<file path="config.mk">
export PLATFORM = sky130hd
export DESIGN_NAME = amber_cap_xfer_seq
export DESIGN_NICKNAME = d
export VERILOG_FILES = /design/src/rtl/amber_cap_xfer_seq.sv
export SDC_FILE = /design/constraint.sdc
export NUM_CORES = 1
export LEC_CHECK = 0
export BUFFER_PORTS_ARGS = -buffer_cell sky130_fd_sc_hd__buf_4
export CORE_UTILIZATION = 25
export CTS_CLUSTER_SIZE = 40
export DETAILED_ROUTE_END_ITERATION = 8
export RECOVER_POWER = 25
export SYNTH_ARGS = -nofsm -noshare
export SYNTH_HDL_FRONTEND = slang
export SYNTH_SLANG_ARGS = --single-unit
</file>
<file path="constraint.sdc">
create_clock -name iw_clk -period 4.3 [get_ports iw_clk]
set_clock_uncertainty 0.1 [all_clocks]
set_input_delay 1.29 -clock iw_clk [delete_from_list [all_inputs] [get_ports iw_clk]]
set_output_delay 1.29 -clock iw_clk [all_outputs]
set_load 0.1 [all_outputs]
</file>
<file path="src/rtl/amber_cap_xfer_seq.sv">
// amber_cap_xfer_seq: sequences 10-word capability record CLD/CST transfers between the CR file and DMEM.
// Define AMBER_CAPXFER_BOUNDS_EN to enable the code-3 window bounds check.
`ifndef CR_PERM_R_BIT
`define CR_PERM_R_BIT 0
`endif
`ifndef CR_PERM_W_BIT
`define CR_PERM_W_BIT 1
`endif
`ifndef CR_PERM_LC_BIT
`define CR_PERM_LC_BIT 2
`endif
`ifndef CR_PERM_SC_BIT
`define CR_PERM_SC_BIT 3
`endif

module amber_cap_xfer_seq #(
    parameter int DMEM_AW   = 16,
    parameter int REC_WORDS = 10
) (
    input  logic               iw_clk,
    input  logic               iw_rst,
    input  logic               iw_req_valid,
    output logic               ow_req_ready,
    input  logic               iw_req_op,
    input  logic [47:0]        iw_req_addr,
    input  logic [1:0]         iw_req_dst_cr,
    input  logic [47:0]        iw_win_base,
    input  logic [47:0]        iw_win_len,
    input  logic [23:0]        iw_win_perms,
    input  logic               iw_win_tag,
    input  logic [47:0]        iw_src_base,
    input  logic [47:0]        iw_src_len,
    input  logic [47:0]        iw_src_cur,
    input  logic [23:0]        iw_src_perms,
    input  logic [23:0]        iw_src_attr,
    input  logic               iw_src_tag,
    input  logic               iw_flush,
    output logic               ow_mem_en,
    output logic               ow_mem_we,
    output logic [DMEM_AW-1:0] ow_mem_addr,
    output logic [23:0]        ow_mem_wdata,
    input  logic [23:0]        iw_mem_rdata,
    output logic               ow_cr_we,
    output logic [1:0]         ow_cr_idx,
    output logic [47:0]        ow_cr_base,
    output logic [47:0]        ow_cr_len,
    output logic [47:0]        ow_cr_cur,
    output logic [23:0]        ow_cr_perms,
    output logic [23:0]        ow_cr_attr,
    output logic               ow_cr_tag,
    output logic               ow_done,
    output logic               ow_fault,
    output logic [2:0]         ow_fault_code
);

`ifdef AMBER_CAPXFER_BOUNDS_EN
    localparam bit BOUNDS_EN = 1'b1;
`else
    localparam bit BOUNDS_EN = 1'b0;
`endif
    localparam logic [3:0] LAST = 4'(REC_WORDS - 1);

    typedef enum logic [2:0] {
        S_IDLE, S_LOAD, S_LDRAIN, S_STORE, S_DONE, S_FAULT
    } state_t;

    state_t state_q, state_d;
    logic [3:0]  cnt_q, cnt_d, nxt;
    logic [47:0] addr_q, addr_d;
    logic [1:0]  dst_q, dst_d;
    logic [REC_WORDS-1:0][23:0] word_q, word_d;
    logic        cap_q, cap_d;
    logic [3:0]  cap_idx_q, cap_idx_d;
    logic        ready_q, ready_d;
    logic        mem_en_q, mem_en_d;
    logic        mem_we_q, mem_we_d;
    logic [DMEM_AW-1:0] mem_addr_q, mem_addr_d;
    logic [23:0] mem_wdata_q, mem_wdata_d;
    logic        cr_we_q, cr_we_d;
    logic        done_q, done_d;
    logic        fault_q, fault_d;
    logic [2:0]  code_q, code_d;

    logic        perm_ok, oob;
    logic [2:0]  chk_code;
    logic        unused_perm_bits;

    assign unused_perm_bits = ^iw_win_perms;

    // Accept-time window checks; bounds use 49 bits so a wrapping record faults.
    always_comb begin
        perm_ok = iw_req_op
            ? (iw_win_perms[`CR_PERM_W_BIT] & iw_win_perms[`CR_PERM_SC_BIT])
            : (iw_win_perms[`CR_PERM_R_BIT] & iw_win_perms[`CR_PERM_LC_BIT]);
        oob = BOUNDS_EN &&
              (({1'b0, iw_req_addr} < {1'b0, iw_win_base}) ||
               (({1'b0, iw_req_addr} + 49'(REC_WORDS)) >
                ({1'b0, iw_win_base} + {1'b0, iw_win_len})));
        if (!iw_win_tag)   chk_code = 3'd1;
        else if (!perm_ok) chk_code = 3'd2;
        else if (oob)      chk_code = 3'd3;
        else               chk_code = 3'd0;
    end

    always_comb begin
        state_d     = state_q;
        cnt_d       = cnt_q;
        addr_d      = addr_q;
        dst_d       = dst_q;
        word_d      = word_q;
        cap_d       = 1'b0;
        cap_idx_d   = cap_idx_q;
        mem_en_d    = 1'b0;
        mem_we_d    = 1'b0;
        mem_addr_d  = mem_addr_q;
        mem_wdata_d = mem_wdata_q;
        cr_we_d     = 1'b0;
        done_d      = 1'b0;
        fault_d     = 1'b0;
        code_d      = code_q;
        nxt         = cnt_q + 4'd1;
        if (cap_q) word_d[cap_idx_q] = iw_mem_rdata;
        unique case (state_q)
            S_IDLE: begin
                if (iw_req_valid) begin
                    addr_d = iw_req_addr;
                    cnt_d  = 4'd0;
                    if (chk_code != 3'd0) begin
                        state_d = S_FAULT;
                        fault_d = 1'b1;
                        code_d  = chk_code;
                    end else if (iw_req_op) begin
                        state_d     = S_STORE;
                        word_d[0]   = iw_src_base[23:0];
                        word_d[1]   = iw_src_base[47:24];
                        word_d[2]   = iw_src_len[23:0];
                        word_d[3]   = iw_src_len[47:24];
                        word_d[4]   = iw_src_cur[23:0];
                        word_d[5]   = iw_src_cur[47:24];
                        word_d[6]   = iw_src_perms;
                        word_d[7]   = iw_src_attr;
                        word_d[8]   = {23'd0, iw_src_tag};
                        word_d[9]   = 24'd0;
                        mem_en_d    = 1'b1;
                        mem_we_d    = 1'b1;
                        mem_addr_d  = DMEM_AW'(iw_req_addr);
                        mem_wdata_d = iw_src_base[23:0];
                    end else begin
                        state_d    = S_LOAD;
                        dst_d      = iw_req_dst_cr;
                        mem_en_d   = 1'b1;
                        mem_addr_d = DMEM_AW'(iw_req_addr);
                    end
                end
            end
            S_LOAD: begin
                if (iw_flush) begin
                    state_d = S_IDLE;
                end else begin
                    cap_d     = 1'b1;
                    cap_idx_d = cnt_q;
                    if (cnt_q == LAST) begin
                        state_d = S_LDRAIN;
                    end else begin
                        cnt_d      = nxt;
                        mem_en_d   = 1'b1;
                        mem_addr_d = DMEM_AW'(addr_q + 48'(nxt));
                    end
                end
            end
            S_LDRAIN: begin
                if (iw_flush) begin
                    state_d = S_IDLE;
                end else begin
                    state_d = S_DONE;
                    cr_we_d = 1'b1;
                    done_d  = 1'b1;
                end
            end
            S_STORE: begin
                if (cnt_q == LAST) begin
                    state_d = S_DONE;
                    done_d  = 1'b1;
                end else begin
                    cnt_d       = nxt;
                    mem_en_d    = 1'b1;
                    mem_we_d    = 1'b1;
                    mem_addr_d  = DMEM_AW'(addr_q + 48'(nxt));
                    mem_wdata_d = word_q[nxt];
                end
            end
            S_DONE:  state_d = S_IDLE;
            S_FAULT: state_d = S_IDLE;
            default: state_d = S_IDLE;
        endcase
        ready_d = (state_d == S_IDLE);
    end

    always_ff @(posedge iw_clk) begin
        if (iw_rst) begin
            state_q     <= S_IDLE;
            cnt_q       <= 4'd0;
            addr_q      <= 48'd0;
            dst_q       <= 2'd0;
            word_q      <= '0;
            cap_q       <= 1'b0;
            cap_idx_q   <= 4'd0;
            ready_q     <= 1'b1;
            mem_en_q    <= 1'b0;
            mem_we_q    <= 1'b0;
            mem_addr_q  <= '0;
            mem_wdata_q <= 24'd0;
            cr_we_q     <= 1'b0;
            done_q      <= 1'b0;
            fault_q     <= 1'b0;
            code_q      <= 3'd0;
        end else begin
            state_q     <= state_d;
            cnt_q       <= cnt_d;
            addr_q      <= addr_d;
            dst_q       <= dst_d;
            word_q      <= word_d;
            cap_q       <= cap_d;
            cap_idx_q   <= cap_idx_d;
            ready_q     <= ready_d;
            mem_en_q    <= mem_en_d;
            mem_we_q    <= mem_we_d;
            mem_addr_q  <= mem_addr_d;
            mem_wdata_q <= mem_wdata_d;
            cr_we_q     <= cr_we_d;
            done_q      <= done_d;
            fault_q     <= fault_d;
            code_q      <= code_d;
        end
    end

    assign ow_req_ready  = ready_q;
    assign ow_mem_en     = mem_en_q;
    assign ow_mem_we     = mem_we_q;
    assign ow_mem_addr   = mem_addr_q;
    assign ow_mem_wdata  = mem_wdata_q;
    assign ow_cr_we      = cr_we_q;
    assign ow_cr_idx     = dst_q;
    assign ow_cr_base    = {word_q[1], word_q[0]};
    assign ow_cr_len     = {word_q[3], word_q[2]};
    assign ow_cr_cur     = {word_q[5], word_q[4]};
    assign ow_cr_perms   = word_q[6];
    assign ow_cr_attr    = word_q[7];
    assign ow_cr_tag     = word_q[8][0];
    assign ow_done       = done_q;
    assign ow_fault      = fault_q;
    assign ow_fault_code = code_q;

endmodule
</file>
==> flow_metrics.py <==
metrics = {
    "worst_setup_path": {
        "end_kind": "flip-flop",
        "required_ns": 4.66,
        "crit_family": "simple AND/OR/NAND/NOR gates",
        "path_buf_inv": 3,
        "crit_top_cell": "buf_4",
        "critical_path_arrival_ns": 4.00,
        "crit_path_start_kind": "input port",
        "slowest_delay_ns": 0.62,
        "path_cells": "clkbuf_1 > nor4b_1 > buf_4 > nand2_8 > and2_0 > buf_4 > o2bb2ai_1 > o311a_1",
        "cp_max_fo": 53,
        "critical_path_class": "in2reg",
        "slowest_stage": "nor4b_1",
    },
    "layout": {
        "fill_cells": 7270,
        "syn_to_final_growth_pct": 23.8,
        "stdcell_area_um2": 21300,
        "layout.nets": 2533,
        "finalNonFillerCells": 3040,
        "drive_gt1_share_pct": 27.8,
    },
    "global_routing": {
        "grt_start_max_net_pins": 112,
        "grt_pass1_vias": 14500,
        "overflow": 0,
        "grt_pass1_wl_mm": 102,
        "track_usage_pct": 19.8,
        "antenna_found_initial": 8,
    },
    "clock_tree": {
        "hold_buffers": 0,
        "cts_tree": "built",
        "postCtsSetupRepairBufs": 0,
        "clock_latency_ns": 0.58,
        "clk_path_buf_depth": 3,
        "numCtsBuffers": 40,
        "cts_resized": 0,
        "clkTransAtPathRegs_ns": 0.06,
        "cts_root_buf": "clkbuf_16",
        "htree_levels": 2,
        "cts.sinks": 318,
    },
    "power_and_ir_drop": {
        "leakagePower_uw": 0.00863,
        "pwr-share-seq_pct": 39.7,
        "cellPowerDensity_nw_per_um2": 366,
        "swShare_pct": 29.7,
        "p_sw_uw": 2320,
        "pwr-share-clk_pct": 45.4,
        "combPwrFrac_pct": 14.9,
        "peakVddDrop_uv": 228,
        "internal-power_uw": 5490,
    },
    "synth": {
        "synth.area.top_cells": "dfxtp_1 37%, mux2i_1 13%, buf_4 8.5%",
        "synth_seq_area_share_pct": 36.9,
        "synth-compound-area-share_pct": 14.4,
        "synth_edf_count": 0,
        "synth_cell_types": 58,
        "yosysMostFrequentCell": "dfxtp_1",
        "async_flop_share_pct": 0,
        "ys_warn_count": 0,
        "avgSynthCellArea_um2": 8.90,
        "synth_xor_area_share_pct": 0.609,
        "ys_seq_elements": 318,
        "synth_top_family_by_area": "multiplexers",
        "synthMuxAreaShare_pct": 20.8,
        "synth_fa_ha_area_share_pct": 0.551,
        "synthSimpleGateAreaFrac_pct": 13.7,
        "syn_nets": 2338,
        "synth_top_area_share_pct": 36.9,
        "synth_largest_area_cell": "dfxtp_1",
        "syn_inst": 1938,
        "synthFlopType": "dfxtp_1",
        "synth_common_cells": "318 x dfxtp_1, 236 x nand2_1, 224 x mux2i_1",
        "syn-cell-area_um2": 17200,
    },
    "sta": {
        "worstMarginPinSlew_ns": 1.24,
        "fin_setup_tns_ns": 0,
        "finalCritPeriodShare_pct": 84.7,
        "hold_violations": 0,
        "setup_viol": 0,
        "timing.fmax_mhz": 274,
        "drv_slew": 0,
        "hold_ws_ns": 0.353,
        "rsz0062_at_grt": "false",
        "relSlewSlack_pct": 17.7,
        "fin_crit_ns": 3.64,
    },
    "detailed_routing": {
        "met3WireLength_mm": 6.92,
        "drtAntennaViolNets": 0,
        "drt_iter0_drc": 1070,
        "wirelength_mm": 71.5,
        "drc": 0,
        "post_drt_wl_per_cell_um": 23.5,
        "top_layer": "met5",
        "vias_per_cell": 4.98,
        "wl_met1_mm": 33.8,
        "vias": 15100,
        "firstDrtPassIters": 5,
        "wl_met2_mm": 28.6,
    },
    "die": {
        "num_rows": 95,
        "die_h_um": 265,
        "initial_utilization_pct": 25.5,
        "die_x_um": 265,
        "core-area_um2": 67800,
        "die_area_um2": 70000,
        "io_pins": 637,
    },
    "flow_run": {
        "drv_cap": 0,
    },
    "min_path": {
        "hold_class": "reg2reg",
    },
    "place": {
        "place_congestion": 0.849,
        "dp.cells": 2964,
        "io_buffers": 487,
        "dp_hpwl_mm": 52.6,
        "postPlaceCellArea_um2": 20300,
    },
    "outcome": {
        "outcome": "completed",
    },
}
## path summary, 6_finish.rpt
check                         startpoint                      endpoint  slack [ns]  cells after the start
setup reg to reg   state_q[1]$_SDFF_PP0_  ow_mem_wdata[7]$_SDFFE_PP0P_        1.05                      7
hold / removal    word_q[196]$_SDFF_PP0_        word_q[196]$_SDFF_PP0_        0.35                      2
setup / recovery            iw_req_valid  ow_mem_wdata[7]$_SDFFE_PP0P_        0.66                      8
hold reg to reg   word_q[196]$_SDFF_PP0_        word_q[196]$_SDFF_PP0_        0.35                      2
## cells in the final DEF, fill, tap and decap left out, types with 48 or more instances in the layout
master and count:
a211oi_1 172, mux2i_1 224, clkbuf_1 83, buf_4 441
nor2_1 206, dfxtp_1 317, a21oi_1 99, nand2_1 235
mux4_2 48
## cells by family after synthesis
group	after synthesis
other cells	1
buf+inv	384
fa+ha+maj	7
flops	318
xor+xnor	12
simple gates	564
mux	296
compound gates	356
## flip-flops by register name, summed over array words and instances (netlist names), 2 cells and up
register,cells
ow_cr_base,48
ow_cr_cur,48
ow_cr_len,48
word_q,47
ow_cr_attr,24
ow_cr_perms,24
ow_mem_wdata,24
addr_q,16
ow_mem_addr,16
cap_idx_q,4
cnt_q,4
state_q,3
ow_cr_idx,2
ow_fault_code,2
## metal layers
metal / global-route usage [%] / up-vias
met4: 6.76 / 8
met2: 27.1 / 632
met3: 6.91 / 108
met1: 28.2 / 7291
li1: - / 7087
met5: 0 / -
## power by group through the flow
stage               combinational, uW  sequential, uW  clock, uW
CTS                              1190            3100       3640
global placement                 1180            3160          0
global route                     1220            3110       3750
floorplan                         686            3270          0
finish                           1170            3100       3540
detailed placement               1190            3160          0
## final cells by class
type	count	area [um^2]	share of cell area, %
tap	873	1090	5.12
multi-input combinational	1236	8720	40.8
clock buffer	58	1200	5.63
inverter	12	45.0	0.211
antenna	4	10.0	0.0469
timing repair buffer	525	3750	17.6
sequential	318	6370	29.8
clock inverter	14	163	0.762
## worst min-delay path: cells and delay by family (launching register included)
kind | cells | cell delay [ns]
flip-flops | 1 | 0.31
AO/OA/AOI/OAI | 1 | 0.05
AND/OR/NAND/NOR | 1 | 0.05
## stage by stage
stage	power (uW)	worst slack [ns]	utilization [%]
final	7810	0.657	31.5
after global routing	8080	0.544	31.5
after CTS	7930	1.05	31.9
after detailed placement	4350	0.636	29.9
after global placement	4340	0.662	29.9
after floorplan	3960	1.26	-
Power figures use the tool's default switching activity.
